`config.mk`:
```
export PLATFORM = sky130hd
export DESIGN_NAME = dii_event_packetizer_flat
export DESIGN_NICKNAME = d
export VERILOG_FILES = /design/src/rtl/dii_event_packetizer_pkg.sv /design/src/rtl/dii_event_packetizer_if.sv /design/src/rtl/dii_event_packetizer.sv /design/src/flat_wrapper.sv
export SDC_FILE = /design/constraint.sdc
export NUM_CORES = 1
export LEC_CHECK = 0
export ABC_CLOCK_PERIOD_IN_PS = 6100
export CAP_MARGIN = 20
export CORE_ASPECT_RATIO = 1.2
export CORE_MARGIN = 2
export CORE_UTILIZATION = 35
export DETAILED_ROUTE_END_ITERATION = 10
export PLACE_DENSITY = 0.63
export SYNTH_ARGS = -nofsm -noshare
export SYNTH_HDL_FRONTEND = slang
export SYNTH_SLANG_ARGS = --single-unit
```
`constraint.sdc`:
```
create_clock -name clk -period 6.1 [get_ports clk]
set_input_delay 1.83 -clock clk [delete_from_list [all_inputs] [get_ports clk]]
set_output_delay 1.83 -clock clk [all_outputs]
set_load 0.02 [all_outputs]
```
`src/rtl/dii_event_packetizer_pkg.sv`:
```
// Shared DII definitions for the event packetizer slice.
// - dii_flit: one 16-bit flit plus its valid and last-of-packet flags.
// - DII_TYPE_*: encodings carried in the TYPE header flit.
// - DII_HDR_FLITS: number of header flits (DEST, SRC, TYPE) ahead of the payload.
package dii_event_packetizer_pkg;

  localparam int DII_FLIT_W = 16;

  typedef struct packed {
    logic                  valid;
    logic                  last;
    logic [DII_FLIT_W-1:0] data;
  } dii_flit;

  localparam logic [1:0] DII_TYPE_REG   = 2'b00;
  localparam logic [1:0] DII_TYPE_PLAIN = 2'b01;
  localparam logic [1:0] DII_TYPE_EVENT = 2'b10;

  localparam int DII_HDR_FLITS = 3;

endpackage

```
`src/rtl/dii_event_packetizer_if.sv`:
```
// DII flit link between a flit source and a flit sink.
// - flit  : {valid, last, data}, driven by the source (master).
// - ready : driven by the sink (slave).
// Handshake: a flit transfers on a clock edge where flit.valid && ready. Once
// valid is raised, valid/last/data hold unchanged until that transfer; ready
// may change freely and the source never waits on ready before raising valid.
interface dii_event_packetizer_if;
  import dii_event_packetizer_pkg::*;

  dii_flit flit;
  logic    ready;

  modport master (output flit, input ready);
  modport slave  (input flit, output ready);
endinterface

```
`src/rtl/dii_event_packetizer.sv`:
```
// Turns one wide debug event into a DII packet: DEST, SRC, TYPE header
// flits followed by 0..MAX_DATA_NUM_WORDS payload words, one flit per cycle.
// Ports:
// - clk, rst_n        : clock, asynchronous active-low reset.
// - id, dest          : own / destination DII address, sampled at accept.
// - dii_type, type_sub: DII packet type / subtype, sampled at accept.
// - event_available   : producer has an event ready.
// - event_data        : payload, word i = bits [16*i+15:16*i].
// - data_num_words    : payload length, clamped to MAX_DATA_NUM_WORDS.
// - event_consumed    : accept strobe; the event is latched in this cycle.
// - flit_out          : DII flit link (master side), driven from registers.
// - state_dbg         : current FSM state encoding.
module dii_event_packetizer
  import dii_event_packetizer_pkg::*;
#(
  parameter  int MAX_DATA_NUM_WORDS = 8,
  localparam int CNT_W = $clog2(MAX_DATA_NUM_WORDS + 1)
) (
  input  logic                            clk,
  input  logic                            rst_n,
  input  logic [15:0]                     id,
  input  logic [15:0]                     dest,
  input  logic [1:0]                      dii_type,
  input  logic [3:0]                      type_sub,
  input  logic                            event_available,
  input  logic [16*MAX_DATA_NUM_WORDS-1:0] event_data,
  input  logic [CNT_W-1:0]                data_num_words,
  output logic                            event_consumed,
  dii_event_packetizer_if.master          flit_out,
  output logic [2:0]                      state_dbg
);

  typedef enum logic [2:0] {
    S_IDLE    = 3'd0,
    S_DEST    = 3'd1,
    S_SRC     = 3'd2,
    S_TYPE    = 3'd3,
    S_PAYLOAD = 3'd4
  } state_t;

  state_t                          state;
  dii_flit                         flit_q;
  logic [CNT_W-1:0]                cnt;
  logic [CNT_W-1:0]                nwords_q;
  logic [15:0]                     id_q;
  logic [15:0]                     dest_q;
  logic [1:0]                      type_q;
  logic [3:0]                      sub_q;
  logic [16*MAX_DATA_NUM_WORDS-1:0] event_q;

  logic                            fire;
  logic [CNT_W-1:0]                nwords_clamped;
  logic [CNT_W-1:0]                cnt_next;
  logic [15:0]                     word_mux;
  logic                            last_next;

  assign flit_out.flit = flit_q;
  assign fire          = flit_q.valid && flit_out.ready;
  assign state_dbg     = state;

  // Held low during reset even though the state register already reads IDLE.
  assign event_consumed = rst_n && (state == S_IDLE) && event_available;

  assign nwords_clamped = (data_num_words > CNT_W'(MAX_DATA_NUM_WORDS))
                          ? CNT_W'(MAX_DATA_NUM_WORDS) : data_num_words;

  // Index of the payload word loaded on the next fire: word 0 when leaving
  // TYPE, otherwise the word after the one currently on the bus.
  always_comb begin
    cnt_next = '0;
    if (state == S_PAYLOAD) cnt_next = cnt + CNT_W'(1);
    word_mux = '0;
    for (int i = 0; i < MAX_DATA_NUM_WORDS; i++) begin
      if (cnt_next == CNT_W'(i)) word_mux = event_q[16*i +: 16];
    end
    last_next = (cnt_next == nwords_q - CNT_W'(1));
  end

  always_ff @(posedge clk or negedge rst_n) begin
    if (!rst_n) begin
      state    <= S_IDLE;
      flit_q   <= '0;
      cnt      <= '0;
      nwords_q <= '0;
      id_q     <= '0;
      dest_q   <= '0;
      type_q   <= '0;
      sub_q    <= '0;
      event_q  <= '0;
    end else begin
      case (state)
        S_IDLE: begin
          if (event_available) begin
            id_q        <= id;
            dest_q      <= dest;
            type_q      <= dii_type;
            sub_q       <= type_sub;
            event_q     <= event_data;
            nwords_q    <= nwords_clamped;
            flit_q.valid <= 1'b1;
            flit_q.last  <= 1'b0;
            flit_q.data  <= dest;
            state       <= S_DEST;
          end
        end
        S_DEST: begin
          if (fire) begin
            flit_q.data <= id_q;
            state       <= S_SRC;
          end
        end
        S_SRC: begin
          if (fire) begin
            flit_q.data <= {type_q, sub_q, 10'b0};
            flit_q.last <= (nwords_q == '0);
            state       <= S_TYPE;
          end
        end
        S_TYPE: begin
          if (fire) begin
            if (nwords_q == '0) begin
              flit_q <= '0;
              state  <= S_IDLE;
            end else begin
              cnt         <= '0;
              flit_q.data <= word_mux;
              flit_q.last <= last_next;
              state       <= S_PAYLOAD;
            end
          end
        end
        S_PAYLOAD: begin
          if (fire) begin
            if (flit_q.last) begin
              flit_q <= '0;
              state  <= S_IDLE;
            end else begin
              cnt         <= cnt_next;
              flit_q.data <= word_mux;
              flit_q.last <= last_next;
            end
          end
        end
        default: state <= S_IDLE;
      endcase
    end
  end

endmodule

```
`src/flat_wrapper.sv`:
```
// flat-port wrapper written by rule: the top's interface ports become plain ports
module dii_event_packetizer_flat import dii_event_packetizer_pkg::*;
#(
  parameter  int MAX_DATA_NUM_WORDS = 8,
  localparam int CNT_W = $clog2(MAX_DATA_NUM_WORDS + 1)
)
  (clk, rst_n, id, dest, dii_type, type_sub, event_available, event_data, data_num_words, event_consumed, state_dbg, flit_out_flit, flit_out_ready);
  dii_event_packetizer_if flit_out_i ();
  input  logic clk;
  input  logic rst_n;
  input  logic [15:0] id;
  input  logic [15:0] dest;
  input  logic [1:0] dii_type;
  input  logic [3:0] type_sub;
  input  logic event_available;
  input  logic [16*MAX_DATA_NUM_WORDS-1:0] event_data;
  input  logic [CNT_W-1:0] data_num_words;
  output logic event_consumed;
  output logic [2:0] state_dbg;
  output wire logic [$bits(flit_out_i.flit)-1:0] flit_out_flit;
  input wire logic [$bits(flit_out_i.ready)-1:0] flit_out_ready;
  assign flit_out_flit = flit_out_i.flit;
  assign flit_out_i.ready = flit_out_ready;
  dii_event_packetizer #(.MAX_DATA_NUM_WORDS(MAX_DATA_NUM_WORDS)) u_core (.clk(clk), .rst_n(rst_n), .id(id), .dest(dest), .dii_type(dii_type), .type_sub(type_sub), .event_available(event_available), .event_data(event_data), .data_num_words(data_num_words), .event_consumed(event_consumed), .flit_out(flit_out_i), .state_dbg(state_dbg));
endmodule
```
==> results.json, run 1 <==
{
  "status": "finished, final reports clean",
  "htree_levels": 4,
  "clk_pin_slew_ns": 0.07,
  "ys_top_cells_by_area": "dfrtp_1 50%, mux2_2 19%, o21ai_0 2.6%",
  "ant_nets": 0,
  "synth_edf_count": 0,
  "critPathArrivalTime_ns": 3.35,
  "p_total_mw": 5.56,
  "r2r_slack_ns": 2.04,
  "synth_compound_area_share_pct": 18.3,
  "grt-ovfl-total": 0,
  "routabilityCongestion": 0.845,
  "finalCriticalPeriod_ns": 5.18,
  "syn_nets": 938,
  "fin_crit_sh_pct": 84.8,
  "cts_tree": "yes",
  "antenna_found_initial": 1,
  "grt_usage_pct": 19.1,
  "start_kind": "input port",
  "finalClockSkew_ns": 0.00951,
  "pwr_density_cell_nw_per_um2": 471,
  "drive_gt1_share_pct": 21.5,
  "grt_pass1_wl_microns": 39100,
  "drc": 0,
  "post-route-util_pct": 46.6,
  "rsz0062_at_grt": "false",
  "vias": 6921,
  "first_pass_iters": 6,
  "multi_input_area_sq_um": 4150,
  "clk_latency_ns": 0.42,
  "ys_top_cells_by_count": "179 x dfrtp_1, 151 x mux2_2, 47 x o21ai_0",
  "avgSynthCellArea_sq_um": 11.7,
  "cts_root_buf": "clkbuf_16",
  "crit_fanout": 2,
  "synthesis.area_sq_um": 8950,
  "stdcell_count": 1276,
  "critical_path_class": "input port to primary output",
  "fmax_ghz": 0.193,
  "synthCells": 762,
  "yosys.area_share.xor_xnor_pct": 0.979,
  "dieWidth_microns": 150,
  "post_cts_buffers": 0,
  "ys_ff_latch": 179,
  "muxShareOfSynthArea_pct": 20.1,
  "maxCapViolations": 0,
  "ys_types": 54,
  "rows": 64,
  "port_buffers": 195,
  "finalHoldViolCount": 0,
  "critPathRequiredTime_ns": 4.27,
  "drv_slew": 0,
  "area.growth.synth_to_final_pct": 31.8,
  "fp.dieH_microns": 179,
  "synthSimpleGateAreaFrac_pct": 6.45,
  "synth_top_cell_area_share_pct": 50.1,
  "r2r_cells": 6,
  "core_region_area_sq_um": 25300,
  "yosysWarnings": 0,
  "place_inst": 1241,
  "initial_core_util_pct": 35.4,
  "worst_pin_slew_ns": 1.08,
  "seqCellArea_sq_um": 4480,
  "hold_path_class": "register to register",
  "grt_pass1_vias": 6915,
  "holdWs_ns": 0.503,
  "grt_max_degree": 87,
  "viasPerCell": 5.42,
  "rr_startpoint": "u_core.cnt[0]",
  "wl_microns": 25700,
  "tns_ns": 0,
  "setup_viol": 0,
  "dieArea_sq_um": 26900,
  "holdPathStages": 1,
  "synth_top_flop_cell": "dfrtp_1",
  "ctsHoldBuffers": 0,
  "synth-adder-area-share_pct": 0.280,
  "cts_buffer_depth": 2,
  "timing.rr.end": "u_core.flit_out.flit[12]",
  "yosysMostFrequentCell": "dfrtp_1",
  "slew_headroom_pct": 28.3,
  "drt_iter0_drc": 538,
  "synthArstFlopShare_pct": 100,
  "synth_top_family_by_area": "multiplexers",
  "ios": 196,
  "max-vdd-ir-drop_v": 0.000185,
  "numCtsBuffers": 17,
  "place.detailed.hpwl_microns": 18500,
  "routedWlPerCell_microns": 20.1,
  "num-fill-cells": 2378,
  "cts-resized-gates": 0,
  "crit_path_end_kind": "primary output",
  "synth_top_cell_by_area": "dfrtp_1",
  "holdPathEnd": "u_core.event_q[86]",
  "min_from": "u_core.event_q[86]",
  "final_net_count": 1108,
  "yosysSeqAreaShare_pct": 50.1,
  "cts_sinks": 179,
  "power.leakage_nw": 4.57
}
## power by group
| part | total [mW] | switching (mW) | internal, mW |
|---|---|---|---|
| logic | 2.33 | 1.11 | 1.21 |
| clock network | 1.06 | 0.474 | 0.589 |
| registers | 2.17 | 0.383 | 1.79 |
## cell usage in the layout, fill, tap and decap left out, types with 10 or more instances in the layout
| cell type | netlist | final |
|---|---|---|
| a2111oi_0 | 12 | 12 |
| clkbuf_16 | 0 | 17 |
| clkdlybuf4s50_1 | 0 | 194 |
| a21oi_1 | 24 | 24 |
| o21a_1 | 15 | 15 |
| mux2_2 | 151 | 151 |
| a22o_1 | 21 | 21 |
| dfrtp_1 | 179 | 179 |
| o21ai_0 | 47 | 47 |
| nand3_1 | 19 | 19 |
| mux2i_1 | 10 | 10 |
| inv_1 | 24 | 24 |
| a221o_1 | 18 | 18 |
| nand2_1 | 29 | 29 |
| a32oi_1 | 14 | 14 |
| nand2b_1 | 11 | 11 |
| o211ai_1 | 17 | 17 |
## per-stage QoR
stage	cell area, sq um	setup slack, ns
2_1_floorplan	8950	1.13
3_3_place_gp	11200	0.890
3_5_place_dp	11200	0.908
4_1_cts	11700	0.897
5_1_grt	11800	0.878
6_report	11800	0.925
## cell families (layout without fill, tap and decap cells)
group / after synthesis / after routing
mux: 161 / 161
xor+xnor: 10 / 10
compound gates: 223 / 223
flops: 179 / 179
other cells: 0 / 1
buf+inv: 80 / 263
simple gates: 107 / 107
fa+ha+maj: 2 / 2
## state kept, by name, summed over array words and instances (netlist names)
name / count
u_core.state_dbg: 3
u_core.type_q: 2
u_core.cnt: 4
u_core.event_q: 128
u_core.nwords_q: 4
u_core.sub_q: 4
u_core.id_q: 16
u_core.flit_out.flit: 18
## worst max-delay path, stage by stage
cell	delay, ns
clkdlybuf4s50_1	0.51
nand2b_1	0.10
nor3_2	0.16
and2_1	0.16
clkdlybuf4s50_1	0.60
## worst max path at each step
stage	start	end	slack, ns
floorplan	event_available	event_consumed	1.13
global placement	event_available	event_consumed	0.89
detailed placement	event_available	event_consumed	0.91
CTS	event_available	event_consumed	0.90
global route	event_available	event_consumed	0.88
finish	event_available	event_consumed	0.92
## per-layer routing
layer  global-route usage, %  wire [microns]  part of all wire, %  vias up
met5                       0               0                    0        -
met4                    4.36             330                  1.3        0
met3                    4.02            1600                  6.2       17
met2                    30.6           12100                   47      235
met1                    26.5           11700                   46     3443
li1                        -               -                    -     3226
## final cells by class
| cell class | instances | area share, % |
|---|---|---|
| Tap cell | 330 | 3.50 |
| Multi-Input combinational cell | 503 | 35.2 |
| Sequential cell | 179 | 38.0 |
| Antenna cell | 1 | 0.0212 |
| Clock buffer | 22 | 3.94 |
| Clock inverter | 10 | 0.828 |
| Timing Repair Buffer | 207 | 17.7 |
| Inverter | 24 | 0.764 |
Note: power is estimated with default switching activity, not from simulation.
==> run 2: changes to the inputs <==
--- a/config.mk
+++ b/config.mk
@@ -5,7 +5,7 @@
 export SDC_FILE = /design/constraint.sdc
 export NUM_CORES = 1
 export LEC_CHECK = 0
-export ABC_CLOCK_PERIOD_IN_PS = 6100
+export ABC_CLOCK_PERIOD_IN_PS = 4820
 export CAP_MARGIN = 20
 export CORE_ASPECT_RATIO = 1.2
 export CORE_MARGIN = 2
==> constraint.sdc (replaced) <==
create_clock -name clk -period 4.82 [get_ports clk]
set_input_delay 1.446 -clock clk [delete_from_list [all_inputs] [get_ports clk]]
set_output_delay 1.446 -clock clk [all_outputs]
set_load 0.02 [all_outputs]
==> run 2 against run 1 <==
Cell count about the same; largest cell class unchanged; final area is essentially flat; critical endpoint unchanged; combinational power is 27% higher; setup slack worse by 0.63 ns; critical path depth is the same; hold slack worse by 0.00078 ns.
==> results.json, run 2 (synthesized netlist as in run 1, its figures left out) <==
{
  "status": "finished, final reports clean",
  "internal-power_mw": 4.53,
  "top_register": "u_core.event_q",
  "power_frac_comb_pct": 41.8,
  "cts_root_buf": "clkbuf_16",
  "setup_viol": 0,
  "fin_crit_sh_pct": 93.9,
  "grt_pass1_vias": 6980,
  "finalClockSkew_ns": 0.0118,
  "final_common_cell": "clkdlybuf4s50_1",
  "p_sw_mw": 2.52,
  "rows": 64,
  "finalCriticalPeriod_ns": 4.52,
  "slew_headroom_pct": 38.3,
  "rsz0062_at_grt": "false",
  "clk_latency_ns": 0.43,
  "final_net_count": 1109,
  "clk_pin_slew_ns": 0.07,
  "p_sw_share_pct": 35.7,
  "r2r_cells": 5,
  "cts-resized-gates": 0,
  "postPlaceCellArea_sq_um": 11200,
  "htree_levels": 4,
  "viasPerCell": 5.42,
  "drt_iter0_drc": 403,
  "power.leakage_nw": 4.58,
  "grt_max_degree": 162,
  "crit_path_end_kind": "primary output",
  "ant_nets": 0,
  "cts_sinks": 179,
  "routabilityCongestion": 0.843,
  "p_total_mw": 7.05,
  "drv_slew": 0,
  "ios": 196,
  "final_cell_area_sq_um": 11800,
  "numCtsBuffers": 17,
  "num-fill-cells": 2389,
  "vias": 6923,
  "initial_core_util_pct": 35.4,
  "area.growth.synth_to_final_pct": 31.7,
  "post_cts_buffers": 0,
  "dieArea_sq_um": 26900,
  "cts_tree": "yes",
  "crit_fanout": 2,
  "holdPathStages": 1,
  "fp.dieH_microns": 179,
  "grt_pass1_wl_microns": 39600,
  "grt-ovfl-total": 0,
  "wl_microns": 25700,
  "maxCapViolations": 0,
  "drc": 0,
  "max-vdd-ir-drop_v": 0.000301,
  "largest_reg_flops": 128,
  "grt_usage_pct": 19.4,
  "worst_pin_slew_ns": 0.925,
  "first_pass_iters": 6,
  "ctsHoldBuffers": 0,
  "routedWlPerCell_microns": 20.2,
  "core_region_area_sq_um": 25300,
  "multi_input_area_sq_um": 4150,
  "place.detailed.hpwl_microns": 18400,
  "pwr_density_cell_nw_per_um2": 598,
  "fmax_ghz": 0.221,
  "layout_common_cells": "194 x clkdlybuf4s50_1, 179 x dfrtp_1, 151 x mux2_2",
  "critPathArrivalTime_ns": 3.08,
  "start_kind": "input port",
  "finalHoldViolCount": 0,
  "tns_ns": 0,
  "power_frac_seq_pct": 38.6,
  "dieWidth_microns": 150,
  "hold_path_class": "register to register",
  "critical_path_class": "input port to primary output",
  "antenna_found_initial": 1,
  "pwr-share-clk_pct": 19.6,
  "seqCellArea_sq_um": 4480,
  "port_buffers": 195,
  "drive_gt1_share_pct": 21.9,
  "critPathRequiredTime_ns": 3.37,
  "cts_buffer_depth": 2
}
[run 2: changes by cell type in the layout (fill, tap and decap cells not counted)]
cell / change
buf_12: +1
buf_4: +2
clkbuf_1: -3
inv_6: +2
clkinvlp_4: -1
clkbuf_8: +1
clkinv_4: +1
buf_8: -1
buf_16: -2
buf_6: +1
[run 2: power groups by stage]
stage / sequential [mW] / clock, mW / combinational [mW]
6_report: 2.72 / 1.38 / 2.95
5_1_grt: 2.82 / 1.49 / 3.22
4_1_cts: 2.72 / 1.42 / 2.96
3_5_place_dp: 2.75 / 0 / 2.93
3_3_place_gp: 2.73 / 0 / 2.88
2_1_floorplan: 2.66 / 0 / 2.03
[run 2: worst max-delay path: stages]
cell and delay, ns:
clkdlybuf4s50_1 0.51, nand2b_1 0.10, nor3_2 0.25, and2_1 0.17, clkdlybuf4s50_1 0.59
[run 2: path summary, 6_finish.rpt]
kind | start | endpoint | slack (ns)
worst min register to register | u_core.event_q[82] | u_core.event_q[82] | 0.50
worst min-delay path | u_core.event_q[82] | u_core.event_q[82] | 0.50
worst max-delay path | event_available | event_consumed | 0.30
min in group asynchronous | rst_n | u_core.event_q[44] | 1.12
max in group asynchronous | rst_n | u_core.event_q[0] | 2.36
worst max register to register | u_core.state_dbg[1] | u_core.flit_out.flit[1] | 1.44
[run 2: metal layers]
| metal | share of wire, % | routed length (microns) | GRT usage (%) |
|---|---|---|---|
| met5 | 0 | 0 | 0 |
| met4 | 1.6 | 409 | 5.58 |
| met3 | 5.8 | 1510 | 3.54 |
| met2 | 47 | 12100 | 31.1 |
| met1 | 46 | 11700 | 27.1 |
[run 2: final cells by class]
class	instances	share of cell area, %
diodes	1	0.0212
flip-flops and latches	179	38.0
multi-input cells	503	35.2
inverters	24	0.764
clock inverters	12	0.987
repair buffers	208	17.5
well taps	330	3.50
clock buffers	20	3.96
[run 2: metrics by stage]
step	hold slack [ns]	cells	utilization, %	worst slack [ns]
6_report	0.502	1277	46.6	0.296
3_5_place_dp	0.491	1243	44.2	0.290
3_3_place_gp	0.485	1243	44.2	0.279
4_1_cts	0.506	1275	46.5	0.276
5_1_grt	0.517	1277	46.6	0.228
2_1_floorplan	0.474	762	-	0.622
